### config.mk
export PLATFORM = sky130hd
export DESIGN_NAME = enable_gen_multi
export DESIGN_NICKNAME = d
export VERILOG_FILES = /design/src/rtl/enable_gen_multi.sv
export SDC_FILE = /design/constraint.sdc
export NUM_CORES = 1
export LEC_CHECK = 0
export ABC_CLOCK_PERIOD_IN_PS = 2000
export CORE_MARGIN = 3
export CORE_UTILIZATION = 39
export DETAILED_ROUTE_END_ITERATION = 7
export GPL_TIMING_DRIVEN = 0
export PLACE_DENSITY_LB_ADDON = 0.25
export SYNTH_ARGS = -nofsm -noshare
export SYNTH_HDL_FRONTEND = slang
export SYNTH_SLANG_ARGS = --single-unit
### constraint.sdc
create_clock -name clk -period 2 [get_ports clk]
set_input_delay 0.2 -clock clk [delete_from_list [all_inputs] [get_ports clk]]
set_output_delay 0.2 -clock clk [all_outputs]
set_load 0.01 [all_outputs]
### src/rtl/enable_gen_multi.sv
// rtl/enable_gen_multi.sv - multi-channel divided enable/toggle generator with shared pause, step and taps
//
// Ports:
//   clk          system (pixel) clock
//   rst          synchronous reset, active high
//   pause_pulse  debounced pause button level; each release toggles the pause state
//   step         single-step request, honoured only while paused and not mid-press
//   tick         per-channel registered enable pulse (MODE bit 0) or square-wave toggle (MODE bit 1)
//   paused       registered pause state
//   tap_a        channel-0 counter bit TAP_A
//   tap_b        channel-0 counter bit TAP_B
module enable_gen_multi #(
    parameter int                     N_CH         = 3,
    parameter int                     CNT_W        = 23,
    parameter logic [N_CH*CNT_W-1:0]  DIVS         = {23'd6800000, 23'd3400000, 23'd120000},
    parameter logic [N_CH-1:0]        MODE         = 3'b110,
    parameter logic [N_CH-1:0]        PAUSE_EXEMPT = 3'b000,
    parameter int                     TAP_A        = 15,
    parameter int                     TAP_B        = 12
) (
    input  logic            clk,
    input  logic            rst,
    input  logic            pause_pulse,
    input  logic            step,
    output logic [N_CH-1:0] tick,
    output logic            paused,
    output logic            tap_a,
    output logic            tap_b
);

    localparam logic [CNT_W-1:0] ONE = CNT_W'(1);

    logic            arm;
    logic            paused_q;
    logic [N_CH-1:0] running;
    logic            step_fire;
    logic [CNT_W-1:0] cnt0;

    // Pause state: a press arms, the first low sample after the press toggles.
    always_ff @(posedge clk) begin
        if (rst) begin
            arm      <= 1'b0;
            paused_q <= 1'b0;
        end else if (pause_pulse) begin
            arm <= 1'b1;
        end else if (arm) begin
            paused_q <= ~paused_q;
            arm      <= 1'b0;
        end
    end

    assign paused = paused_q;

    // Registered paused is used, so a toggle only affects counting from the next cycle.
    always_comb begin
        for (int i = 0; i < N_CH; i++) begin
            running[i] = !paused_q || PAUSE_EXEMPT[i];
        end
    end

    // Step only makes sense for a pulse-mode channel 0 that is actually frozen.
    assign step_fire = paused_q && !arm && step && !MODE[0] && !PAUSE_EXEMPT[0];

    for (genvar i = 0; i < N_CH; i++) begin : g_ch
        localparam logic [CNT_W-1:0] DIV = DIVS[i*CNT_W +: CNT_W];

        logic [CNT_W-1:0] cnt_q;
        logic             tick_q;
        logic             term;

        assign term = (cnt_q >= DIV);

        always_ff @(posedge clk) begin
            if (rst) begin
                cnt_q  <= '0;
                tick_q <= 1'b0;
            end else if (running[i]) begin
                cnt_q <= term ? '0 : cnt_q + ONE;
                if (MODE[i]) begin
                    tick_q <= tick_q ^ term;
                end else begin
                    tick_q <= term;
                end
            end else if (!MODE[i]) begin
                // Frozen pulse channel: silent except for a step request on channel 0.
                tick_q <= (i == 0) ? step_fire : 1'b0;
            end
        end

        assign tick[i] = tick_q;

        if (i == 0) begin : g_tap
            assign cnt0 = cnt_q;
        end
    end

    assign tap_a = cnt0[TAP_A];
    assign tap_b = cnt0[TAP_B];

endmodule

======== After elaboration in Yosys (flattened, before gate mapping) ========
Cells that the tools add are included.
W data, S select, Z words.
word-level totals
  bits in registers ....................... 74
  bits of input ports ..................... 4
  output and inout port bits .............. 6
  logic and storage cells ................. 27
cells by class
  add/sub/neg operators ................... 3
  $lt $le $gt $ge ......................... 3
  mux-type cells .......................... 5
  bitwise gates (word level) .............. 4
  reduce and logical (&&, ||, !) cells .... 4
operators with widths
  operator                 number
  $add A23 B1 Y23 const B  3
  $mux W23                 3
  $ge A23 B17 Y1 const B   1
  $ge A23 B22 Y1 const B   1
  $ge A23 B23 Y1 const B   1
  $logic_and A1 B1 Y1      2
  $mux W1                  2
  $not A1 Y1               2
  $reduce_and A2 Y1        1
  $xor A1 B1 Y1            2
  $logic_not A1 Y1         1

======== Longest topological paths before layout ========
  depth after elaboration ................. 4
  mapped depth ............................ 6

======== Worst setup path after synthesis ========
Ideal clock, no wire load.
  path kind ............................... reg-to-reg
  start ................................... register g_ch[0].cnt_q[0], in the netlist cnt0[0]
  end ..................................... register g_ch[0].cnt_q[16], in the netlist cnt0[16]
  setup time .............................. 86 ps
  arrival time ............................ 1,760 ps
  data required time ...................... 1,914 ps
  slack ................................... 155 ps
  cell stages (with the launch flop) ...... 6
  path buffers ............................ 0
  clock period less this slack ............ 1,845 ps
  cell sequence ........................... dfxtp_1 ha_1 nand3_1 or4_4 or3_1 a211oi_1
on the way
  longest elaborated chain between the ends .. 2
  elaborated cells between the ends (all ways) .. 3
  those cells by class .................... 1 x add/sub; 1 x order compare; 1 x mux
ends and longest elaborated chain
  what                                                      RTL line  RTL
  start: declaration                                        67        logic [CNT_W-1:0] cnt_q;
  start signal: assignment                                  78        cnt_q <= term ? '0 : cnt_q + ONE;
  $add A23 B1 Y23 / $ge A23 B17 Y1 (equally long branches)  78, 71
  $mux W23 *                                                78
Every way passes the cells marked *; elsewhere a longest branch is shown, timed or not.
A chain may end at the register's enable or synchronous reset.

======== Worst setup path in the final report ========
  start ................................... register g_ch[2].cnt_q[1]
  end ..................................... register g_ch[2].cnt_q[20]
on the way
  longest elaborated chain between the ends .. 2
  elaborated cells between the ends (all ways) .. 3
  those cells by class .................... 1 x add/sub; 1 x order compare; 1 x mux
ends and longest elaborated chain
  what                                                      RTL line
  start: declaration                                        67
  start signal: assignment                                  78
  $add A23 B1 Y23 / $ge A23 B23 Y1 (equally long branches)  78, 71
  $mux W23 *                                                78
Marks and branches as above.

==> metrics <==
clock tree from TritonCTS yes; Layout fillers 880; Die W 103 microns; quantity of I/O buffers inserted on ports 9; clock input transition at the sequential cells of the worst setup and hold paths 80 ps; P_leak 1.32 nW; largest net degree at the start of global routing 12; core box area 8930 sq um; fmax 0.528 GHz; number of cells produced by synthesis 429; minimum setup slack after placement -390 ps; CP required 2270 ps; total count of hold-check failures in the final report 0; Mapped Avg Cell Area 8.54 sq um; setup TNS 0 ps; type of the worst min-delay path in -> reg; initial core utilization 41.0%; fraction of registers with async set/reset 0%; count of final setup violators 0; Worst Hold Margin 435 ps; Iteration-0 DRC Markers 86; cell type with the highest aggregate area in the netlist sky130_fd_sc_hd__dfxtp_1; DRT Pass-1 Iters 4; Setup crit end kind flip-flop; top library cells by usage in the layout, fill and taps aside sky130_fd_sc_hd__dfxtp_1 (61), sky130_fd_sc_hd__nor3_1 (32), sky130_fd_sc_hd__nand2_1 (25); number of DRC violations after detailed routing 0; outcome finished, final reports clean; highest net fanout along the worst path 6; Crit Path Class reg -> reg; worst r2r path cells 5; I/O Pins 10; final WL 8.15 mm; detailed placement HPWL 5.69 mm; count of warnings emitted by yosys 0; post-synthesis sequential element count 74; NumNets Final 463; top-area cell type share of the netlist area 40.4%; number of library cell types mapped by synthesis 45; sinks on the clock net 74; post-synthesis instance area 3660 sq um; number of placement rows 34; total via count after detailed routing 3,238; largest buffer count on any clock path 2; first-pass GRT wire length 13.9 mm; final weighted congestion of routability-driven global placement 0.815; category of the worst setup path launch point flip-flop; cell at the root of the clock tree sky130_fd_sc_hd__clkbuf_8; residual overflow from global routing 0; Final Cycle Share 94.8%; most used flip-flop cell after synthesis sky130_fd_sc_hd__dfxtp_1; Worst EP arrival 2160 ps; Synth area leaders sky130_fd_sc_hd__dfxtp_1 (40%), sky130_fd_sc_hd__nor3_1 (4.5%), sky130_fd_sc_hd__nand4_1 (3.9%); die footprint 10,600 sq um; fraction of layout instances using a drive strength above 1 12.4%; WHS Path Cells 2; net count after synthesis 439; worst-skew pair later-pin latency 350 ps; initial antenna violation count 0; number of synthesized flops with an enable pin 0; worst clock skew 8.34 ps; number of vias per cell after detailed routing 5.72; clock buffers created by TritonCTS 9; critical path's largest stage delay 480 ps; final routed wire length divided by cell count 14.4 microns; most common library cell in the layout ignoring fill and taps sky130_fd_sc_hd__dfxtp_1; RSZ-0062 raised after global routing yes; vertical die dimension 103 microns; post-route setup slack 105 ps; worst-path cell chain ha_1 > nand4b_1 > or4_4 > or3_1 > a211oi_1; area growth from synthesis to final layout 15.0%; CTS Hold Bufs 0; Cell Pwr Density 677 nW/um^2; antenna cell count 0; GRT Total Usage 16.3%; worst-margin pin slew 556 ps; Final Total Pwr 2.85 mW; largest voltage drop on the vdd net 0.409 mV; number of H-tree levels 3; cell with the largest stage delay on the worst path sky130_fd_sc_hd__or4_4; normalized max-slew margin 62.8%; vias in the first global route 3,045; post-layout min period 1900 ps; post-synthesis sequential area ratio 40.4%; Final Slew Violations 0; number of nets with antenna violations after routing 0; max-capacitance violation count 0
==> logic make-up (layout without fill, tap and decap cells) <==
| family | Yosys count | after routing | share of synthesized area, % |
|---|---|---|---|
| mux | 1 | 1 | 0.307 |
| simple gates | 195 | 195 | 30.8 |
| compound gates | 82 | 82 | 14.5 |
| xor+xnor | 31 | 31 | 7.41 |
| fa+ha+maj | 6 | 6 | 2.05 |
| buf+inv | 40 | 69 | 4.44 |
| flops | 74 | 74 | 40.4 |
==> final timing paths <==
check	start	endpoint	slack, ps
worst min-delay path	pause_pulse	arm$_SDFF_PP0_	440
worst min register to register	g_ch[1].cnt_q[22]$_SDFFE_PP0N_	g_ch[1].cnt_q[22]$_SDFFE_PP0N_	460
worst max-delay path	g_ch[2].cnt_q[1]$_SDFFE_PP0N_	g_ch[2].cnt_q[20]$_SDFFE_PP0N_	100
worst max register to register	g_ch[2].cnt_q[1]$_SDFFE_PP0N_	g_ch[2].cnt_q[20]$_SDFFE_PP0N_	100
==> final cells by class <==
cell class | count | area (sq um) | area share, %
clock buffers | 14 | 163 | 3.86
plain buffers | 21 | 108 | 2.55
repair buffers | 15 | 135 | 3.21
flip-flops and latches | 74 | 1500 | 35.6
clock inverters | 2 | 35.0 | 0.832
inverters | 17 | 65.1 | 1.54
multi-input cells | 315 | 2070 | 49.2
well taps | 108 | 135 | 3.21
==> worst max-delay path: cells and delay by family, from the launching register on <==
kind                     cells  cell delay [ps]
AND/OR/NAND/NOR              3              960
AO/OA/AOI/OAI                1              220
adder cells (fa/ha/maj)      1              230
flip-flops                   1              400
==> stage by stage <==
stage / std cells / utilization, % / cell area, sq um
final: 566 / 47.2 / 4210
after global routing: 566 / 47.2 / 4210
after CTS: 562 / 46.0 / 4110
after detailed placement: 546 / 43.5 / 3890
after global placement: 546 / 43.5 / 3890
after floorplan: 429 / - / 3660
==> power breakdown <==
group          internal [mW]  switching, mW
sequential              1.50         0.0362
combinational         0.0592         0.0771
clock                  0.645          0.536
==> cell usage after synthesis (15+ instances only) <==
cell,n
sky130_fd_sc_hd__dfxtp_1,74
sky130_fd_sc_hd__nor3_1,33
sky130_fd_sc_hd__nand2_1,26
sky130_fd_sc_hd__nand3_1,26
sky130_fd_sc_hd__a21oi_1,23
sky130_fd_sc_hd__nand4_1,23
sky130_fd_sc_hd__clkbuf_1,17
sky130_fd_sc_hd__or3_1,17
sky130_fd_sc_hd__a211oi_1,16
sky130_fd_sc_hd__inv_1,16
sky130_fd_sc_hd__o21ai_0,16
sky130_fd_sc_hd__xnor2_1,16
sky130_fd_sc_hd__xor2_1,15
==> state kept, by name, summed over array words and instances, names as in the netlist <==
register and count:
cnt0 23, arm 1, g_ch.cnt_q 46, g_ch.tick_q 3, paused 1
==> layer usage <==
metal | track usage, % | routed length (microns) | vias to the layer above
met1 | 20.6 | 3910 | 1534
met5 | 0 | 0 | -
met2 | 26.9 | 3900 | 35
li1 | - | - | 1652
met4 | 5.68 | 136 | 0
met3 | 4.33 | 203 | 17
==> repair_timing <==
item                       in CTS  in global routing
pin swaps                       1                  4
resized for setup               9                 34
setup buffers                   1                  5
setup endpoints to repair      56                 59
Power figures use the tool's default switching activity.
